## src/rtl/aes_round_sequencer.sv

```systemverilog
// Control FSM for the AES encryption round datapath: fetches each round key from
// the key schedule, then fires one load / round / final-round strobe per key.
module aes_round_sequencer #(
    parameter int Nk = 4
) (
    input  logic       clk,
    input  logic       rst_n,
    input  logic       start,
    input  logic       abort,
    input  logic       rk_ack,
    output logic       rk_req,
    output logic [3:0] round_idx,
    output logic       dp_load,
    output logic       dp_round,
    output logic       dp_final,
    output logic       busy,
    output logic       done,
    output logic       result_valid
);

    localparam int         Nr     = Nk + 6;
    localparam logic [3:0] NR_IDX = 4'(Nr);

    generate
        if (!(Nk == 4 || Nk == 6 || Nk == 8)) begin : g_illegal_nk
            $error("aes_round_sequencer: Nk must be 4, 6 or 8");
        end
    endgenerate

    typedef enum logic [1:0] {
        IDLE,
        KEY_WAIT,
        APPLY,
        DONE
    } state_t;

    state_t state;

    // Every output is a flop loaded alongside the state, so none has a path from an input.
    always_ff @(posedge clk or negedge rst_n) begin
        if (!rst_n) begin
            state        <= IDLE;
            round_idx    <= '0;
            rk_req       <= 1'b0;
            dp_load      <= 1'b0;
            dp_round     <= 1'b0;
            dp_final     <= 1'b0;
            busy         <= 1'b0;
            done         <= 1'b0;
            result_valid <= 1'b0;
        end else begin
            // NOTE: non-blocking assignments throughout, so the pulse defaults below
            // are simply overridden by later assignments in the same cycle.
            rk_req   <= 1'b0;
            dp_load  <= 1'b0;
            dp_round <= 1'b0;
            dp_final <= 1'b0;
            done     <= 1'b0;

            case (state)
                IDLE: begin
                    if (start) begin
                        state        <= KEY_WAIT;
                        round_idx    <= '0;
                        result_valid <= 1'b0;
                        rk_req       <= 1'b1;
                        busy         <= 1'b1;
                    end
                end

                KEY_WAIT: begin
                    if (abort) begin
                        state     <= IDLE;
                        round_idx <= '0;
                        busy      <= 1'b0;
                    end else if (rk_ack) begin
                        state    <= APPLY;
                        dp_load  <= (round_idx == 4'd0);
                        dp_round <= (round_idx != 4'd0) && (round_idx != NR_IDX);
                        dp_final <= (round_idx == NR_IDX);
                    end else begin
                        rk_req <= 1'b1;
                    end
                end

                APPLY: begin
                    if (abort) begin
                        state     <= IDLE;
                        round_idx <= '0;
                        busy      <= 1'b0;
                    end else if (round_idx == NR_IDX) begin
                        state <= DONE;
                        busy  <= 1'b0;
                        done  <= 1'b1;
                    end else begin
                        state     <= KEY_WAIT;
                        round_idx <= round_idx + 4'd1;
                        rk_req    <= 1'b1;
                    end
                end

                DONE: begin
                    // round_idx keeps Nr until the next accepted start.
                    state        <= IDLE;
                    result_valid <= 1'b1;
                end

                default: begin
                    state     <= IDLE;
                    round_idx <= '0;
                    busy      <= 1'b0;
                end
            endcase
        end
    end

endmodule

```

## config.mk

```make
export PLATFORM = sky130hd
export DESIGN_NAME = aes_round_sequencer
export DESIGN_NICKNAME = d
export VERILOG_FILES = /design/src/rtl/aes_round_sequencer.sv
export SDC_FILE = /design/constraint.sdc
export NUM_CORES = 1
export LEC_CHECK = 0
export CAP_MARGIN = 10
export CORE_MARGIN = 8
export CORE_UTILIZATION = 40
export CTS_BUF_LIST = sky130_fd_sc_hd__clkbuf_2 sky130_fd_sc_hd__clkbuf_4 sky130_fd_sc_hd__clkbuf_8
export DETAILED_ROUTE_END_ITERATION = 7
export PLACE_DENSITY = 0.75
export RECOVER_POWER = 50
export SETUP_SLACK_MARGIN = 0.5
export SLEW_MARGIN = 20
export SYNTH_ARGS = -nofsm -noshare
export SYNTH_HDL_FRONTEND = slang
export SYNTH_SLANG_ARGS = --single-unit
```

## constraint.sdc

```tcl
create_clock -name clk -period 4.3 [get_ports clk]
set_input_delay 0.43 -clock clk [delete_from_list [all_inputs] [get_ports clk]]
set_output_delay 0.43 -clock clk [all_outputs]
set_load 0.02 [all_outputs]
```

* Word-level counts from Yosys, hierarchy flattened
Cells that the tools add are included.
Storage, ports and cells: bits of input ports 5, register bits after elaboration 13, logic and storage cells 66
Cells by class: muxes and demuxes 36, reductions and logical operators 10, equality and inequality tests 10, $add $sub $neg 1
Operators by type and width (number):
- $mux 1 | 22
- $mux 4 | 4
- $pmux 4 s3 | 1
- $mux 2 | 5
- $ne 3x3->1 const B | 3
- $pmux 2 s4 | 1
- $reduce_and 4->1 | 2
- $pmux 1 s3 | 2
- $add 4x1->4 const B | 1
- $eq 2x2->1 const B | 2
- $eq 4x4->1 const B | 1
- $logic_not 4->1 | 1
- $ne 2x2->1 const B | 2
- $ne 4x4->1 const B | 1
- $reduce_and 2->1 | 2
- $reduce_bool 4->1 | 1
- $reduce_bool 3->1 | 1
- $eq 2x1->1 const B | 1
- $logic_not 2->1 | 1
- $pmux 1 s2 | 1
- $reduce_bool 2->1 | 1
- $logic_and 1x1->1 | 1

* Longest topological paths before layout
Gate-level depths: netlist of the first run.
depth after elaboration 5, depth in mapped cells 7, mapped depth without buffers 6

* Least setup slack after synthesis of the first run
OpenSTA, ideal clock, no wires.
kind register -> register, start register state[1], end register round_idx[3], slack 2.461 ns, path buffers 1, arrival 1.770 ns, data required time 4.231 ns, cell stages (with the launch flop) 8, cells stage by stage dfrtp_1 -> inv_1 -> ha_1 -> nor2b_2 -> or3_1 -> clkbuf_2 -> or4_1 -> nand3_1
On the way: cells in the longest elaborated chain, start to end 3
RTL lines:
- start: declaration | line 37 | state_t state;
- start signal: assignment | line 42 | state <= IDLE;
- start signal: assignment | line 63 | state <= KEY_WAIT;
- start signal: assignment | line 73 | state <= IDLE;
- $eq 2x2->1, or another cell as far along | line 60 | case (state)
- $ne 3x3->1 (no source line), or another cell as far along
- $reduce_and 4->1 (no source line)
- end signal: assignment | line 97 | round_idx <= round_idx + 4'd1;
- end: declaration | line 12 | output logic [3:0] round_idx,
Several ways; a longest one is shown, not always the timed one. A chain may end at the register's enable or synchronous reset.

* Worst setup path in the final report of the first run
Ends and elaborated chain as after synthesis.

==> reports/results.ini, run 1 <==
[status]
status = finished, final reports clean

[grt]
grt_max_degree = 14
grt_overflow = 0
grt_pass1_wl_mm = 2.145
grt_antenna_before_repair = 0
grt_pass1_vias = 473
grt_use_total = 0.08614

[timing]
skew_ps = 0.6544
min_period_over_period = 0.4466
worstMarginPinSlew_ps = 558.5
period_needed_ps = 1920
timing.final.hold_violations = 0
setup_tns_ps = 0
max_slew_margin = 0.6264
hold_slack_ps = 534.5
finalMaxSlewViolations = 0
final-setup-viol-count = 0
fmax_mhz = 520.7
rsz0062_at_grt = false

[placement]
dpl_cell_area_um2 = 854.6
dp_cells = 102
io_buffers = 15
hpwl_mm = 1.042
gp_congestion = 0.7737

[worst_setup_path]
crit_path_start_kind = register
cp_data_arrival_time_ps = 2140
endpoint_kind = register
crit_fanout = 7
crit_required_ps = 4520
setup.worst_path.class = register to register

[logic_synthesis]
synth_fp_nets = 84
synth_top_area_cell = dfrtp_1
ys.flop_type = dfrtp_1
ys_types = 23
synth_area_um2 = 688.2
yosysWarnings = 0
async_flop_share = 1.000
synth_edf_count = 0
yosys_register_bits = 13
ys_top_cells_by_area = dfrtp_1, ha_1, o21ai_0
ys_seq_area_frac = 0.4727
synth_commonest_cells = dfrtp_1, ha_1, nor2_1, o21ai_0
synth_top_cell_area_share = 0.4727
avgSynthCellArea_um2 = 9.692
synthCells = 71
synthMostInstantiatedCell = dfrtp_1

[drt]
wl_met2_um = 642
postRouteWirelength_mm = 1.276
routedWlPerCell_um = 12.04
top_layer_used = met4
drt-initial-drc-count = 17
drc = 0
wl_met3_um = 75
ant_nets = 0
dr.pass1.iters = 4
vias = 539
via_per_inst = 5.085
drt-met1-wl_um = 530

[clocking]
cts_hold_buf = 0
clockBufferDepth = 2
htree_levels = 1
cts_setup_buffers = 0
cts_buffers = 3
root_buffer = clkbuf_4
path_clk_slew_ps = 70
ctsResizeCount = 0
insertion_delay_ps = 270
cts_tree = built
clock_sinks = 13

[power_and_ir_drop]
total_power_mw = 0.4480
leakagePower_nw = 0.3920
p_per_area_nw_per_um2 = 507.9
peakVddDrop_v = 0.0003097

[final_layout]
finalNonFillerCells = 106
syn_to_final_growth_pct = 28.18
layout-drive-gt1-share = 0.05618
antenna_cells = 0
layout.nets = 103
fin_area_um2 = 882.1

[run]
cap_violations = 0

[floorplanning]
die_area_um2 = 3303
io_pins = 16
die_h_um = 57.48
start_util = 0.4120
core_um2 = 1670
rows = 15
die_w_um = 57.48

[hold_path]
hp-class = register to register

==> power breakdown <==
group | internal, mW | switching [mW] | total, mW
clock | 0.0423 | 0.0382 | 0.0806
sequential | 0.150 | 0.0182 | 0.168
combinational | 0.0895 | 0.110 | 0.199
==> routing by layer <==
| metal | GRT usage | up-vias |
|---|---|---|
| met5 | 0 | - |
| met4 | 0.05357 | 0 |
| met2 | 0.1334 | 15 |
| li1 | - | 279 |
| met1 | 0.09399 | 243 |
| met3 | 0.03812 | 2 |
==> cell usage in the layout, fill, tap and decap left out, drive strengths merged, types with 2 or more instances in the layout <==
| cell | instances |
|---|---|
| dfrtp | 13 |
| clkdlybuf4s50 | 13 |
| ha | 8 |
| nor2 | 7 |
| o21ai | 7 |
| inv | 5 |
| nand2 | 5 |
| clkbuf | 4 |
| nor2b | 3 |
| nand2b | 3 |
| a21oi | 3 |
| nor3 | 3 |
| nand3 | 3 |
| o31ai | 2 |
| dlygate4sd3 | 2 |
==> sequential cells by signal (all words and copies together) (netlist names) <==
name / count
round_idx: 4
dp_final: 1
done: 1
dp_load: 1
dp_round: 1
result_valid: 1
state: 2
busy: 1
rk_req: 1
==> worst max-delay path, stage by stage, from the launching register on <==
cell and delay [ps]:
dfrtp_1 390, inv_1 100, ha_1 200, nor2b_1 160, or3_1 430, or4_1 490, nand3_1 90
==> through the flow <==
| stage | util | setup slack (ps) |
|---|---|---|
| after floorplan | - | 2461 |
| after global placement | 0.5116 | 2219 |
| after detailed placement | 0.5116 | 2183 |
| after CTS | 0.5296 | 2366 |
| after global routing | 0.5281 | 2260 |
| final | 0.5281 | 2380 |
==> final timing paths <==
kind / end / depth (start not counted) / slack, ps / from
setup / recovery: round_idx[3]$_DFFE_PN0P_ / 6 / 2380 / state[1]$_DFFE_PN0P_
hold / removal: busy$_DFFE_PN0P_ / 2 / 530 / busy$_DFFE_PN0P_
setup reg to reg: round_idx[3]$_DFFE_PN0P_ / 6 / 2380 / state[1]$_DFFE_PN0P_
hold reg to reg: busy$_DFFE_PN0P_ / 2 / 530 / busy$_DFFE_PN0P_
max in group asynchronous: result_valid$_DFFE_PN0P_ / 1 / 3360 / rst_n
min in group asynchronous: rk_req$_DFF_PN0_ / 1 / 580 / rst_n
==> kinds of logic after synthesis <==
family / synth area share
AO/OA/AOI/OAI: 0.1054
AND/OR/NAND/NOR: 0.2273
buffers and inverters: 0.03454
multiplexers: 0.01455
flip-flops: 0.4727
adder cells (fa/ha/maj): 0.1455
==> layout make-up <==
class / instances / area [um^2]
clock buffer: 4 / 30.03
fill: 145 / 788.3
inverter: 5 / 18.77
multi-input combinational: 52 / 336.6
sequential: 13 / 325.3
tap: 17 / 21.27
timing repair buffer: 15 / 150.1
No activity file was read; power rests on OpenSTA's default activity.
==> run 2: changes to the inputs <==
Clock period 4.3 ns to 2 ns, I/O delays scaled along.
==> reports/results.ini, run 2 (same netlist as run 1, synthesis figures left out) <==
[power_and_ir_drop]
switchingPower_mw = 0.4860  ; +190%
clkPwrFrac = 0.142  ; -0.038
leakagePower_nw = 0.4685  ; +20%
peakVddDrop_v = 0.0007531  ; +140%
p_comb_frac = 0.569  ; +0.124
intPower_mw = 0.7876  ; +180%
netSwitchingFraction = 0.3816  ; +0.01056
seq_power_share = 0.290  ; -0.085
p_per_area_nw_per_um2 = 1269  ; +150%

[timing]
worstMarginPinSlew_ps = 595.8  ; +37.33 ps
setup_tns_ps = 0  ; unchanged
skew_ps = 2.304  ; +1.649 ps
period_needed_ps = 1790  ; -130.0 ps
final-setup-viol-count = 0  ; unchanged
timing.final.hold_violations = 0  ; unchanged
min_period_over_period = 0.8952  ; +0.4486
max_slew_margin = 0.6015  ; -0.02497
rsz0062_at_grt = true
finalMaxSlewViolations = 0  ; unchanged
fmax_mhz = 558.6  ; +7.3%

[final_layout]
fin_area_um2 = 1003  ; +14%
layout_common_cells = dfrtp_1, clkdlybuf4s50_1, nor2_1, ha_1, buf_4
layout.nets = 110  ; +6.8%
top_register = round_idx
layout_commonest_cell = dfrtp_1
layout-drive-gt1-share = 0.2708  ; +0.2147
reg_top3 = round_idx x4, state x2
syn_to_final_growth_pct = 45.82
antenna_cells = 0  ; unchanged
largest_register_ffs = 4  ; unchanged

[clocking]
htree_levels = 1  ; unchanged
root_buffer = clkbuf_4
cts_tree = built
insertion_delay_ps = 280  ; about the same
cts_buffers = 3  ; unchanged
path_clk_slew_ps = 80  ; about the same
clock_sinks = 13  ; unchanged
clockBufferDepth = 2  ; unchanged

[drt]
drc = 0  ; unchanged
routedWlPerCell_um = 15.68  ; +30%
ant_nets = 0  ; unchanged
postRouteWirelength_mm = 1.772  ; +39%
dr.pass1.iters = 6  ; +2
vias = 609  ; +13%
drt-initial-drc-count = 15  ; -2
via_per_inst = 5.389  ; +6.0%

[hold_path]
hp-class = input pin to asynchronous set/reset pin

[placement]
hpwl_mm = 1.125  ; +8.0%
dpl_cell_area_um2 = 864.6  ; +1.2%
io_buffers = 15  ; unchanged
gp_congestion = 0.8164  ; +5.5%

[grt]
grt_max_degree = 14  ; unchanged
grt_overflow = 0  ; unchanged
grt_pass1_vias = 607  ; +28%
grt_pass1_wl_mm = 2.746  ; +28%
grt_antenna_before_repair = 0  ; unchanged
grt_use_total = 0.1072  ; +0.02109

[floorplanning]
rows = 15  ; unchanged
die_area_um2 = 3303  ; unchanged
io_pins = 16  ; unchanged
die_h_um = 57.48  ; unchanged
start_util = 0.4120  ; unchanged
die_w_um = 57.48  ; unchanged
core_um2 = 1670  ; unchanged

[worst_setup_path]
crit_chain = inv_1 > ha_1 > nor2b_4 > or3_4 > or4_4 > nand3_2
critPathTopFamily = simple AND/OR/NAND/NOR gates
cp_data_arrival_time_ps = 2010  ; -130 ps
setup.worst_path.class = register to register
crit_fanout = 4  ; -3
crit_required_ps = 2220  ; -2300 ps
slowest_delay_ps = 420  ; -70 ps
crit_path_start_kind = register
crit_buf_inv = 1  ; unchanged
endpoint_kind = register
crit_slowest_cell = or4_4

[run]
cap_violations = 0  ; unchanged

[status]
status = finished, final reports clean

## run 2: repair_timing
item                                    4_1_cts  5_1_grt
setup buffers                                 6        1
endpoints found under the setup margin        9        8
endpoints found under the hold margin         0        0
hold buffers                                  0        0
pin swaps                                     2        2
resized for setup                            15       11
## run 2: worst register-to-register path: stages (launching register included)
cell     delay [ps]
dfrtp_1         400
inv_1           110
ha_1            230
nor2b_4         150
or3_4           360
or4_4           420
nand3_2          70
## run 2: path summary, 6_finish.rpt
check                                     start                       end  slack [ps]  cells after the start
max in group asynchronous                 rst_n  result_valid$_DFFE_PN0P_        1250                      1
min in group clk               busy$_DFFE_PN0P_          busy$_DFFE_PN0P_         520                      2
max                        state[1]$_DFFE_PN0P_  round_idx[3]$_DFFE_PN0P_         210                      6
max reg2reg                state[1]$_DFFE_PN0P_  round_idx[3]$_DFFE_PN0P_         210                      6
min reg2reg                    busy$_DFFE_PN0P_          busy$_DFFE_PN0P_         520                      2
min                                       rst_n  round_idx[3]$_DFFE_PN0P_         360                      1
## run 2: through the flow
stage	power, mW	worst slack, ps	util	hold WS [ps]	instances
final	1.274	209.7	0.6007	360.1	113
after global routing	1.342	177.2	0.6007	416.6	113
after CTS	1.185	328.8	0.5790	307.6	112
after detailed placement	0.8405	170.7	0.5176	520.3	102
after global placement	0.8258	213.2	0.5176	519.1	102
after floorplan	0.6870	302.1	-	-95.59	71
## run 2: power by group through the flow
stage / clock network, mW / logic [mW] / registers (mW)
final: 0.181 / 0.724 / 0.369
after global routing: 0.199 / 0.769 / 0.375
after CTS: 0.185 / 0.632 / 0.368
after detailed placement: 0 / 0.468 / 0.372
after global placement: 0 / 0.455 / 0.370
after floorplan: 0 / 0.274 / 0.413
## run 2: routing by layer
metal | vias up | track usage | wire (um)
li1 | 288 | - | -
met1 | 289 | 0.1211 | 740
met2 | 24 | 0.1752 | 868
met3 | 8 | 0.03587 | 118
met4 | 0 | 0.05357 | 45
met5 | - | 0 | 0
## run 2: final cells by class
class,instances,area [um^2]
clock buffer,4,30.03
fill,140,666.9
inverter,5,18.77
multi-input combinational,52,406.6
sequential,13,325.3
tap,17,21.27
timing repair buffer,22,201.4
==> run 3: changes to the inputs <==
Settings changed: DONT_BUFFER_PORTS set to 1, PLACE_DENSITY 0.75 to 0.63.
==> reports/results.ini, run 3 (same netlist as run 1, synthesis figures left out) <==
[hold_path]
hp-class = input pin to register

[grt]
grt_pass1_vias = 555  ; -8.6%
grt_overflow = 0  ; unchanged
grt_antenna_before_repair = 0  ; unchanged
grt_pass1_wl_mm = 2.532  ; -7.8%
grt_max_degree = 14  ; unchanged
grt_use_total = 0.09798  ; -0.009249

[clocking]
insertion_delay_ps = 270  ; about the same
root_buffer = clkbuf_4
path_clk_slew_ps = 80  ; about the same
clockBufferDepth = 2  ; unchanged
cts_tree = built
cts_buffers = 3  ; unchanged
htree_levels = 1  ; unchanged
clock_sinks = 13  ; unchanged

[timing]
period_needed_ps = 1702  ; -88.27 ps
min_period_over_period = 0.8510  ; -0.04413
setup_tns_ps = 0  ; unchanged
fmax_mhz = 587.5  ; +5.2%
max_slew_margin = 0.6089  ; +0.007372
rsz0062_at_grt = true
skew_ps = 4.370  ; +2.067 ps
final-setup-viol-count = 0  ; unchanged
finalMaxSlewViolations = 0  ; unchanged
worstMarginPinSlew_ps = 584.8  ; -11.02 ps
timing.final.hold_violations = 0  ; unchanged

[drt]
vias = 576  ; -5.4%
drt-initial-drc-count = 9  ; -6
dr.pass1.iters = 6  ; unchanged
ant_nets = 0  ; unchanged
drc = 0  ; unchanged
via_per_inst = 5.538  ; +2.8%
postRouteWirelength_mm = 1.734  ; -2.1%
routedWlPerCell_um = 16.67  ; +6.3%

[power_and_ir_drop]
peakVddDrop_v = 0.0007836  ; +4.0%
p_per_area_nw_per_um2 = 1316  ; +3.7%
leakagePower_nw = 0.4361  ; -6.9%

[worst_setup_path]
crit_path_start_kind = register
setup.worst_path.class = register to register
crit_fanout = 3  ; -1
cp_data_arrival_time_ps = 1920  ; -90 ps
endpoint_kind = register
crit_required_ps = 2220  ; about the same

[placement]
hpwl_mm = 1.048  ; -6.9%
io_buffers = 0  ; -15
dpl_cell_area_um2 = 729.5  ; -16%
gp_congestion = 0.8008  ; -1.9%

[floorplanning]
die_area_um2 = 3303  ; unchanged
die_w_um = 57.48  ; unchanged
die_h_um = 57.48  ; unchanged
start_util = 0.4120  ; unchanged
core_um2 = 1670  ; unchanged
io_pins = 16  ; unchanged
rows = 15  ; unchanged

[run]
cap_violations = 0  ; unchanged

[final_layout]
top_register = round_idx
fillers = 133  ; -5.0%
layout-drive-gt1-share = 0.4483  ; +0.1774
layout.nets = 101  ; -8.2%
largest_register_ffs = 4  ; unchanged
layout_common_cells = dfrtp_1, buf_4, nor2_1
layout_commonest_cell = dfrtp_1
antenna_cells = 0  ; unchanged
fin_area_um2 = 962.2  ; -4.1%
syn_to_final_growth_pct = 39.82
reg_top3 = round_idx x4, state x2

[status]
status = finished, final reports clean

[run 3: cell types whose count changed in the layout (fill, tap and decap cells not counted), sizes merged]
cell           before  now
dlygate4sd2         4    0
buf                 7   12
clkdlybuf4s50      10    0
[run 3: worst max-delay path, stage by stage, from the launching register on]
cell	delay [ps]
dfrtp_1	400
inv_2	80
ha_4	160
nor2b_4	130
or3_4	390
or4_4	430
nand3_2	70
[run 3: final cells by class]
| class | instances | area (um^2) | share of cell area |
|---|---|---|---|
| multi-input combinational | 52 | 462.9 | 0.4811 |
| sequential | 13 | 325.3 | 0.3381 |
| timing repair buffer | 13 | 103.9 | 0.1079 |
| clock buffer | 4 | 30.03 | 0.03121 |
| tap | 17 | 21.27 | 0.02211 |
| inverter | 5 | 18.77 | 0.01951 |
[run 3: what timing repair did]
item / in CTS / in global routing
setup buffers: 6 / 4
hold buffers: 1 / 0
resized for setup: 11 / 18
setup endpoints to repair: 6 / 8
endpoints found under the hold margin: 13 / 0
pin swaps: 1 / 5
[run 3: layer usage]
layer	GRT usage	wire [um]	share of wire
met5	0	0	0
met3	0.03363	87	0.050
met2	0.1720	936	0.54
met1	0.1027	699	0.40
met4	0.04286	9	0.0052
[run 3: per-stage QoR]
step           hold slack (ps)  power [mW]  utilization  instances  setup WS [ps]
2_1_floorplan           -95.59      0.6870            -         71          302.1
3_3_place_gp            -95.05      0.7466       0.4367         89          274.0
3_5_place_dp            -95.06      0.7494       0.4367         89          236.3
4_1_cts                  82.81       1.108       0.5131        100          354.3
5_1_grt                  116.6       1.348       0.5760        104          260.9
6_report                 92.13       1.266       0.5760        104          298.0
[run 3: where the power goes]
group          switching [mW]  total [mW]  internal (mW)  leakage, nW
sequential             0.0832       0.405          0.322        0.175
clock                  0.0868       0.178         0.0908       0.0184
combinational           0.331       0.683          0.353        0.243
[run 3: path summary, 6_finish.rpt]
kind,start,to,slack (ps),cells past startpoint
setup reg to reg,state[1]$_DFFE_PN0P_,round_idx[3]$_DFFE_PN0P_,300,6
max in group asynchronous,rst_n,round_idx[0]$_DFFE_PN0P_,1260,1
setup / recovery,state[1]$_DFFE_PN0P_,round_idx[3]$_DFFE_PN0P_,300,6
hold / removal,start,rk_req$_DFF_PN0_,90,2
min in group asynchronous,rst_n,busy$_DFFE_PN0P_,360,1
hold reg to reg,round_idx[0]$_DFFE_PN0P_,round_idx[0]$_DFFE_PN0P_,630,2
